## src/rtl/bus_pkg.sv

```systemverilog
// Shared types and constants for the byte-serial bus initiator.
package bus_pkg;

    localparam int unsigned BUS_ADDR_W = 64;
    localparam int unsigned BUS_DATA_W = 8;

    // Request size encoding: bytes = 1 << size.
    typedef enum logic [1:0] {
        Size1B = 2'd0,
        Size2B = 2'd1,
        Size4B = 2'd2,
        Size8B = 2'd3
    } req_size_e;

    typedef enum logic [1:0] {
        StIdle,
        StWrite,
        StRead,
        StResp
    } state_e;

    // Number of bytes moved for a given request size.
    function automatic logic [3:0] size_to_bytes(req_size_e size);
        return 4'd1 << size;
    endfunction

endpackage

```

## src/rtl/bus_initiator_if.sv

```systemverilog
// Core-request, response and byte-bus signals of the bus initiator.
interface bus_initiator_if;
    import bus_pkg::*;

    logic                  req_valid;
    logic                  req_ready;
    logic                  req_we;
    logic [1:0]            req_size;
    logic [BUS_ADDR_W-1:0] req_addr;
    logic [63:0]           req_wdata;
    logic                  resp_valid;
    logic [63:0]           resp_rdata;
    logic                  bus_we;
    logic [BUS_ADDR_W-1:0] bus_addr;
    logic [BUS_DATA_W-1:0] bus_data_out;
    logic [BUS_DATA_W-1:0] bus_data_in;

    // The initiator itself.
    modport master (
        input  req_valid, req_we, req_size, req_addr, req_wdata, bus_data_in,
        output req_ready, resp_valid, resp_rdata, bus_we, bus_addr, bus_data_out
    );

    // The core and bus controller around it.
    modport slave (
        output req_valid, req_we, req_size, req_addr, req_wdata, bus_data_in,
        input  req_ready, resp_valid, resp_rdata, bus_we, bus_addr, bus_data_out
    );

endinterface

```

## src/rtl/bus_initiator.sv

```systemverilog
// Splits a 1/2/4/8-byte core request into single-byte bus accesses and
// returns one completion pulse. READ_LAT (1..8) is the hold time per read byte.
module bus_initiator
    import bus_pkg::*;
#(
    parameter int unsigned READ_LAT = 2
) (
    input  logic     clk,
    input  logic     reset,
    bus_initiator_if.master bus
);

    localparam logic [2:0] LastLat = 3'(READ_LAT - 1);

    state_e                state_q, state_d;
    logic [BUS_ADDR_W-1:0] addr_q, addr_d;
    logic [63:0]           wdata_q, wdata_d;
    logic [63:0]           rdata_q, rdata_d;
    logic [3:0]            nbytes_q, nbytes_d;
    logic [3:0]            idx_q, idx_d;
    logic [2:0]            lat_q, lat_d;

    // Output registers, loaded with values derived from the next state.
    logic                  ready_q, ready_d;
    logic                  resp_valid_q, resp_valid_d;
    logic [63:0]           resp_rdata_q, resp_rdata_d;
    logic                  bus_we_q, bus_we_d;
    logic [BUS_ADDR_W-1:0] bus_addr_q, bus_addr_d;
    logic [BUS_DATA_W-1:0] bus_dout_q, bus_dout_d;

    // Next-state, counter and registered-output computation.
    always_comb begin
        state_d  = state_q;
        addr_d   = addr_q;
        wdata_d  = wdata_q;
        rdata_d  = rdata_q;
        nbytes_d = nbytes_q;
        idx_d    = idx_q;
        lat_d    = lat_q;

        case (state_q)
            StIdle: begin
                // ready_q gates acceptance, so the first cycle after reset ignores requests.
                if (bus.req_valid && ready_q) begin
                    addr_d   = bus.req_addr;
                    wdata_d  = bus.req_wdata;
                    rdata_d  = '0;
                    nbytes_d = size_to_bytes(req_size_e'(bus.req_size));
                    idx_d    = '0;
                    lat_d    = '0;
                    state_d  = bus.req_we ? StWrite : StRead;
                end
            end
            StWrite: begin
                if (idx_q == nbytes_q - 4'd1) begin
                    state_d = StResp;
                end else begin
                    idx_d = idx_q + 4'd1;
                end
            end
            StRead: begin
                if (lat_q == LastLat) begin
                    rdata_d[{idx_q[2:0], 3'b000} +: 8] = bus.bus_data_in;
                    lat_d = '0;
                    if (idx_q == nbytes_q - 4'd1) begin
                        state_d = StResp;
                    end else begin
                        idx_d = idx_q + 4'd1;
                    end
                end else begin
                    lat_d = lat_q + 3'd1;
                end
            end
            StResp: begin
                state_d = StIdle;
            end
            default: begin
                state_d = StIdle;
            end
        endcase

        ready_d      = (state_d == StIdle);
        resp_valid_d = (state_d == StResp);
        resp_rdata_d = (state_d == StResp) ? rdata_d : '0;
        bus_we_d     = (state_d == StWrite);
        bus_addr_d   = (state_d == StWrite || state_d == StRead) ?
                       addr_d + {60'd0, idx_d} : '0;
        bus_dout_d   = (state_d == StWrite) ? wdata_d[{idx_d[2:0], 3'b000} +: 8] : '0;
    end

    // State, counters and outputs; reset aborts any transfer in flight.
    always_ff @(posedge clk) begin
        if (reset) begin
            state_q      <= StIdle;
            addr_q       <= '0;
            wdata_q      <= '0;
            rdata_q      <= '0;
            nbytes_q     <= '0;
            idx_q        <= '0;
            lat_q        <= '0;
            ready_q      <= 1'b0;
            resp_valid_q <= 1'b0;
            resp_rdata_q <= '0;
            bus_we_q     <= 1'b0;
            bus_addr_q   <= '0;
            bus_dout_q   <= '0;
        end else begin
            state_q      <= state_d;
            addr_q       <= addr_d;
            wdata_q      <= wdata_d;
            rdata_q      <= rdata_d;
            nbytes_q     <= nbytes_d;
            idx_q        <= idx_d;
            lat_q        <= lat_d;
            ready_q      <= ready_d;
            resp_valid_q <= resp_valid_d;
            resp_rdata_q <= resp_rdata_d;
            bus_we_q     <= bus_we_d;
            bus_addr_q   <= bus_addr_d;
            bus_dout_q   <= bus_dout_d;
        end
    end

    assign bus.req_ready    = ready_q;
    assign bus.resp_valid   = resp_valid_q;
    assign bus.resp_rdata   = resp_rdata_q;
    assign bus.bus_we       = bus_we_q;
    assign bus.bus_addr     = bus_addr_q;
    assign bus.bus_data_out = bus_dout_q;

endmodule

```

## src/flat_wrapper.sv

```systemverilog
// flat-port wrapper written by rule: the top's interface ports become plain ports
module bus_initiator_flat import bus_pkg::*;
#(
    parameter int unsigned READ_LAT = 2
)
  (clk, reset, bus_req_valid, bus_req_we, bus_req_size, bus_req_addr, bus_req_wdata, bus_bus_data_in, bus_req_ready, bus_resp_valid, bus_resp_rdata, bus_bus_we, bus_bus_addr, bus_bus_data_out);
  bus_initiator_if bus_i ();
  input  logic clk;
  input  logic reset;
  input wire logic [$bits(bus_i.req_valid)-1:0] bus_req_valid;
  input wire logic [$bits(bus_i.req_we)-1:0] bus_req_we;
  input wire logic [$bits(bus_i.req_size)-1:0] bus_req_size;
  input wire logic [$bits(bus_i.req_addr)-1:0] bus_req_addr;
  input wire logic [$bits(bus_i.req_wdata)-1:0] bus_req_wdata;
  input wire logic [$bits(bus_i.bus_data_in)-1:0] bus_bus_data_in;
  output wire logic [$bits(bus_i.req_ready)-1:0] bus_req_ready;
  output wire logic [$bits(bus_i.resp_valid)-1:0] bus_resp_valid;
  output wire logic [$bits(bus_i.resp_rdata)-1:0] bus_resp_rdata;
  output wire logic [$bits(bus_i.bus_we)-1:0] bus_bus_we;
  output wire logic [$bits(bus_i.bus_addr)-1:0] bus_bus_addr;
  output wire logic [$bits(bus_i.bus_data_out)-1:0] bus_bus_data_out;
  assign bus_i.req_valid = bus_req_valid;
  assign bus_i.req_we = bus_req_we;
  assign bus_i.req_size = bus_req_size;
  assign bus_i.req_addr = bus_req_addr;
  assign bus_i.req_wdata = bus_req_wdata;
  assign bus_i.bus_data_in = bus_bus_data_in;
  assign bus_req_ready = bus_i.req_ready;
  assign bus_resp_valid = bus_i.resp_valid;
  assign bus_resp_rdata = bus_i.resp_rdata;
  assign bus_bus_we = bus_i.bus_we;
  assign bus_bus_addr = bus_i.bus_addr;
  assign bus_bus_data_out = bus_i.bus_data_out;
  bus_initiator #(.READ_LAT(READ_LAT)) u_core (.clk(clk), .reset(reset), .bus(bus_i));
endmodule
```

## config.mk

```make
export PLATFORM = sky130hd
export DESIGN_NAME = bus_initiator_flat
export DESIGN_NICKNAME = d
export VERILOG_FILES = /design/src/rtl/bus_pkg.sv /design/src/rtl/bus_initiator_if.sv /design/src/rtl/bus_initiator.sv /design/src/flat_wrapper.sv
export SDC_FILE = /design/constraint.sdc
export NUM_CORES = 1
export LEC_CHECK = 0
export CAP_MARGIN = 20
export CORE_ASPECT_RATIO = 0.8
export CORE_MARGIN = 5
export CORE_UTILIZATION = 57
export DETAILED_ROUTE_END_ITERATION = 7
export DONT_BUFFER_PORTS = 1
export GPL_ROUTABILITY_DRIVEN = 0
export PLACE_DENSITY = 0.84
export REMOVE_ABC_BUFFERS = 1
export SETUP_SLACK_MARGIN = 0.15
export SYNTH_ARGS = -nofsm -noshare
export SYNTH_HDL_FRONTEND = slang
export SYNTH_SLANG_ARGS = --single-unit
```

## constraint.sdc

```tcl
create_clock -name clk -period 4.45 [get_ports clk]
set_input_delay 0.445 -clock clk [delete_from_list [all_inputs] [get_ports clk]]
set_output_delay 0.445 -clock clk [all_outputs]
set_load 0.03 [all_outputs]
```

==> run summary <==
Status = completed
Syn Inst Count = 1518
P&R area growth vs syn = 9.86%
Syn avg cell area = 9.09 sq um
CTS max path bufs = 3
Register area share after synthesis = 0.499
WS Path Type = flop to flop
Worst-path fanout max = 10
Tot GR Track Use = 0.247
DR pass1 iterations = 6
Layout fillers = 1872
Pwr Total = 6.72 mW
Lkg Pwr = 5.55 nW
Max-Slew Margin vs Limit = 0.254
Seq cells post-synth = 344
Multi-input gate area = 6440 sq um
Final wirelength = 35.6 mm
Most frequent cells in the layout = dfxtp_1 (344), nor2_1 (237), nand2_1 (168), mux2i_1 (99), a21oi_1 (87)
Core ar. = 23600 sq um
Synth async-reset ratio = 0
Via count = 10800
Vias in the first global route = 10400
Setup crit start kind = flop
Worst min-delay path class = input port to flop
Post-route DRC = 0
Sequential share of power = 0.485
Post-route setup slack = 459 ps
DR vias/cell = 5.94
Hold_buf cts = 0
Post-synthesis cell type count = 72
Fmax = 251 MHz
Clock root buffer master = clkbuf_16
Peak per-stage delay on the critical path = 480 ps
Ratio of cells with drive above 1 in the final layout = 0.0735
Die width = 184 um
Pins Over Slew Limit = 0
Nets = 1642
Final setup fails = 0
Pwr dens = 443 nW/um^2
Yosys warnings = 0
DP HPWL = 24.1 mm
RSZ-0062 raised after global routing = no
Internal power = 5.09 mW
Most common cell after layout, fill and taps aside = dfxtp_1
Period utilization = 0.897
CP Capture Type = flop
CTS sink cnt = 344
Register-to-register setup slack = 460 ps
Clock-pin slew on the worst setup and hold paths = 60 ps
Clock buffer count from CTS = 34
Final Hold Viols = 0
TritonCTS clock tree = done
Initial antenna violation count = 1
Post-layout minimum cycle time = 3990 ps
Cell Count, Final, Fillers Out = 1823
Row cnt = 50
I/O Buffers = 0
Max Clock Skew = 23.7 ps
Max-capacitance violation count = 0
Worst EP required = 4860 ps
Worst slew pin tran = 1090 ps
Grt total ovfl = 0
Mapped cell area = 13800 sq um
Die Y = 149 um
Clock Power Share = 0.432
First-pass GRT wire length = 55.6 mm
Detailed-route wire length per cell = 19.5 um
Initial DRC Count = 860
Register Area = 6890 sq um
EDFF count, synth = 0
Post-route ant nets = 0
Cell chain of the critical path = inv_1 -> ha_1 -> xor2_1 -> nand3_2 -> or2_2 -> a32o_1 -> ha_1 -> a21o_1 -> a21o_1 -> a21oi_1 -> buf_4 -> nor4_4 -> and3_1 -> a311oi_1 -> a41o_1
WP data arrival = 4400 ps
Io pins = 281
Psw = 1.63 mW
Max VDD drop = 0.318 mV
Worst skew pair latency = 520 ps
Maximum number of pins on one net before global-route repair = 211
Net Sw Frac = 0.242
Gate power share = 0.083
Ys flop type = dfxtp_1
Pre-CTS WS = 0.183 ps
Die area = 27400 sq um
Crit-path leading delay family = simple AND/OR/NAND/NOR gates
H-tree levels = 2
Buffers & Inverters on Critical Path = 2
Cells after DPL = 1757
Highest-delay cell along the critical path = nor4_4
Initial Util = 0.585
-- flip-flops by register name, summed over array words and instances, names as in the netlist --
signal                   flops
u_core.bus.bus_we            1
u_core.bus.resp_rdata       64
u_core.idx_q                 4
u_core.addr_q               64
u_core.wdata_q              64
u_core.rdata_q              64
u_core.bus.req_ready         1
u_core.nbytes_q              4
u_core.state_q               2
u_core.bus.resp_valid        1
u_core.bus.bus_addr         64
u_core.lat_q                 3
u_core.bus.bus_data_out      8
-- power by group through the flow --
| stage | registers (mW) | logic, mW | clock network [mW] |
|---|---|---|---|
| 2_1_floorplan | 3.31 | 0.448 | 0 |
| 3_3_place_gp | 3.32 | 0.533 | 0 |
| 3_5_place_dp | 3.33 | 0.548 | 0 |
| 4_1_cts | 3.26 | 0.553 | 2.95 |
| 5_1_grt | 3.27 | 0.614 | 3.10 |
| 6_report | 3.26 | 0.557 | 2.90 |
-- routing by layer --
metal / vias up / global-route usage / part of all wire
li1: 5157 / - / -
met1: 5105 / 0.319 / 0.41
met2: 480 / 0.394 / 0.46
met3: 88 / 0.0761 / 0.098
met4: 0 / 0.0872 / 0.034
met5: - / 0 / 0
-- worst paths after layout --
check | startpoint | end | cells after the start
worst max-delay path | u_core.nbytes_q[0] | u_core.bus.bus_addr[53] | 15
worst min register to register | u_core.wdata_q[7] | u_core.wdata_q[7] | 2
worst max register to register | u_core.nbytes_q[0] | u_core.bus.bus_addr[53] | 15
worst min-delay path | reset | u_core.addr_q[18] | 1
-- synthesized netlist by cell type (4+ instances only) --
| master | n | area [sq um] |
|---|---|---|
| o211ai_1 | 20 | 150 |
| mux2_2 | 5 | 56.3 |
| o2111ai_1 | 7 | 61.3 |
| nor3_1 | 28 | 140 |
| nand3_1 | 45 | 225 |
| buf_2 | 18 | 90.1 |
| inv_1 | 12 | 45.0 |
| nor3b_1 | 4 | 30.0 |
| buf_6 | 5 | 56.3 |
| o31a_1 | 6 | 52.6 |
| a21o_1 | 6 | 45.0 |
| o21ai_0 | 19 | 95.1 |
| clkbuf_1 | 66 | 248 |
| buf_1 | 6 | 22.5 |
| a22oi_1 | 45 | 338 |
| and2_1 | 55 | 344 |
| mux2i_1 | 99 | 991 |
| nor2b_1 | 15 | 93.8 |
| nand2b_1 | 8 | 50.1 |
| xnor2_1 | 29 | 254 |
| nor4_1 | 14 | 87.6 |
| a21oi_1 | 87 | 435 |
| nand4b_1 | 4 | 35.0 |
| a31oi_1 | 11 | 68.8 |
| nand4_1 | 21 | 131 |
| or3_1 | 18 | 113 |
| ha_1 | 14 | 175 |
| a32oi_1 | 4 | 35.0 |
| nand2_1 | 168 | 631 |
| nand3b_1 | 6 | 45.0 |
| dfxtp_1 | 344 | 6890 |
| and3_1 | 9 | 56.3 |
| o31ai_1 | 5 | 37.5 |
| xor2_1 | 22 | 193 |
| nor2_1 | 237 | 890 |
-- final cells by class --
class / count / share of cell area
inverters: 13 / 0.00322
multi-input cells: 1062 / 0.425
well taps: 312 / 0.0258
clock buffers: 46 / 0.0638
diodes: 1 / 0.000165
flip-flops and latches: 344 / 0.454
repair buffers: 30 / 0.0155
clock inverters: 15 / 0.0118
-- per-stage QoR --
stage               hold slack, ps  area [sq um]   util  setup TNS [ps]
floorplan                      425         13300      -        -1111840
global placement               437         14000  0.592               0
detailed placement             442         14000  0.592               0
CTS                           13.6         15100  0.640               0
global route                  14.4         15200  0.642               0
finish                        35.4         15200  0.642               0
-- logic make-up after synthesis --
logic type,count (synthesis),share of synthesized area
fa+ha+maj,15,0.0142
buf+inv,112,0.0365
xor+xnor,52,0.0340
simple gates,658,0.230
flops,344,0.499
compound gates,232,0.109
mux,105,0.0769
-- what timing repair did --
item,in CTS,in global routing
cloned,0,0
endpoints found under the setup margin,3,19
buffers inserted,0,3
gates resized for setup,2,3
hold endpoints to repair,0,0
pin swaps,0,2
(Power assumes the default switching activity.)
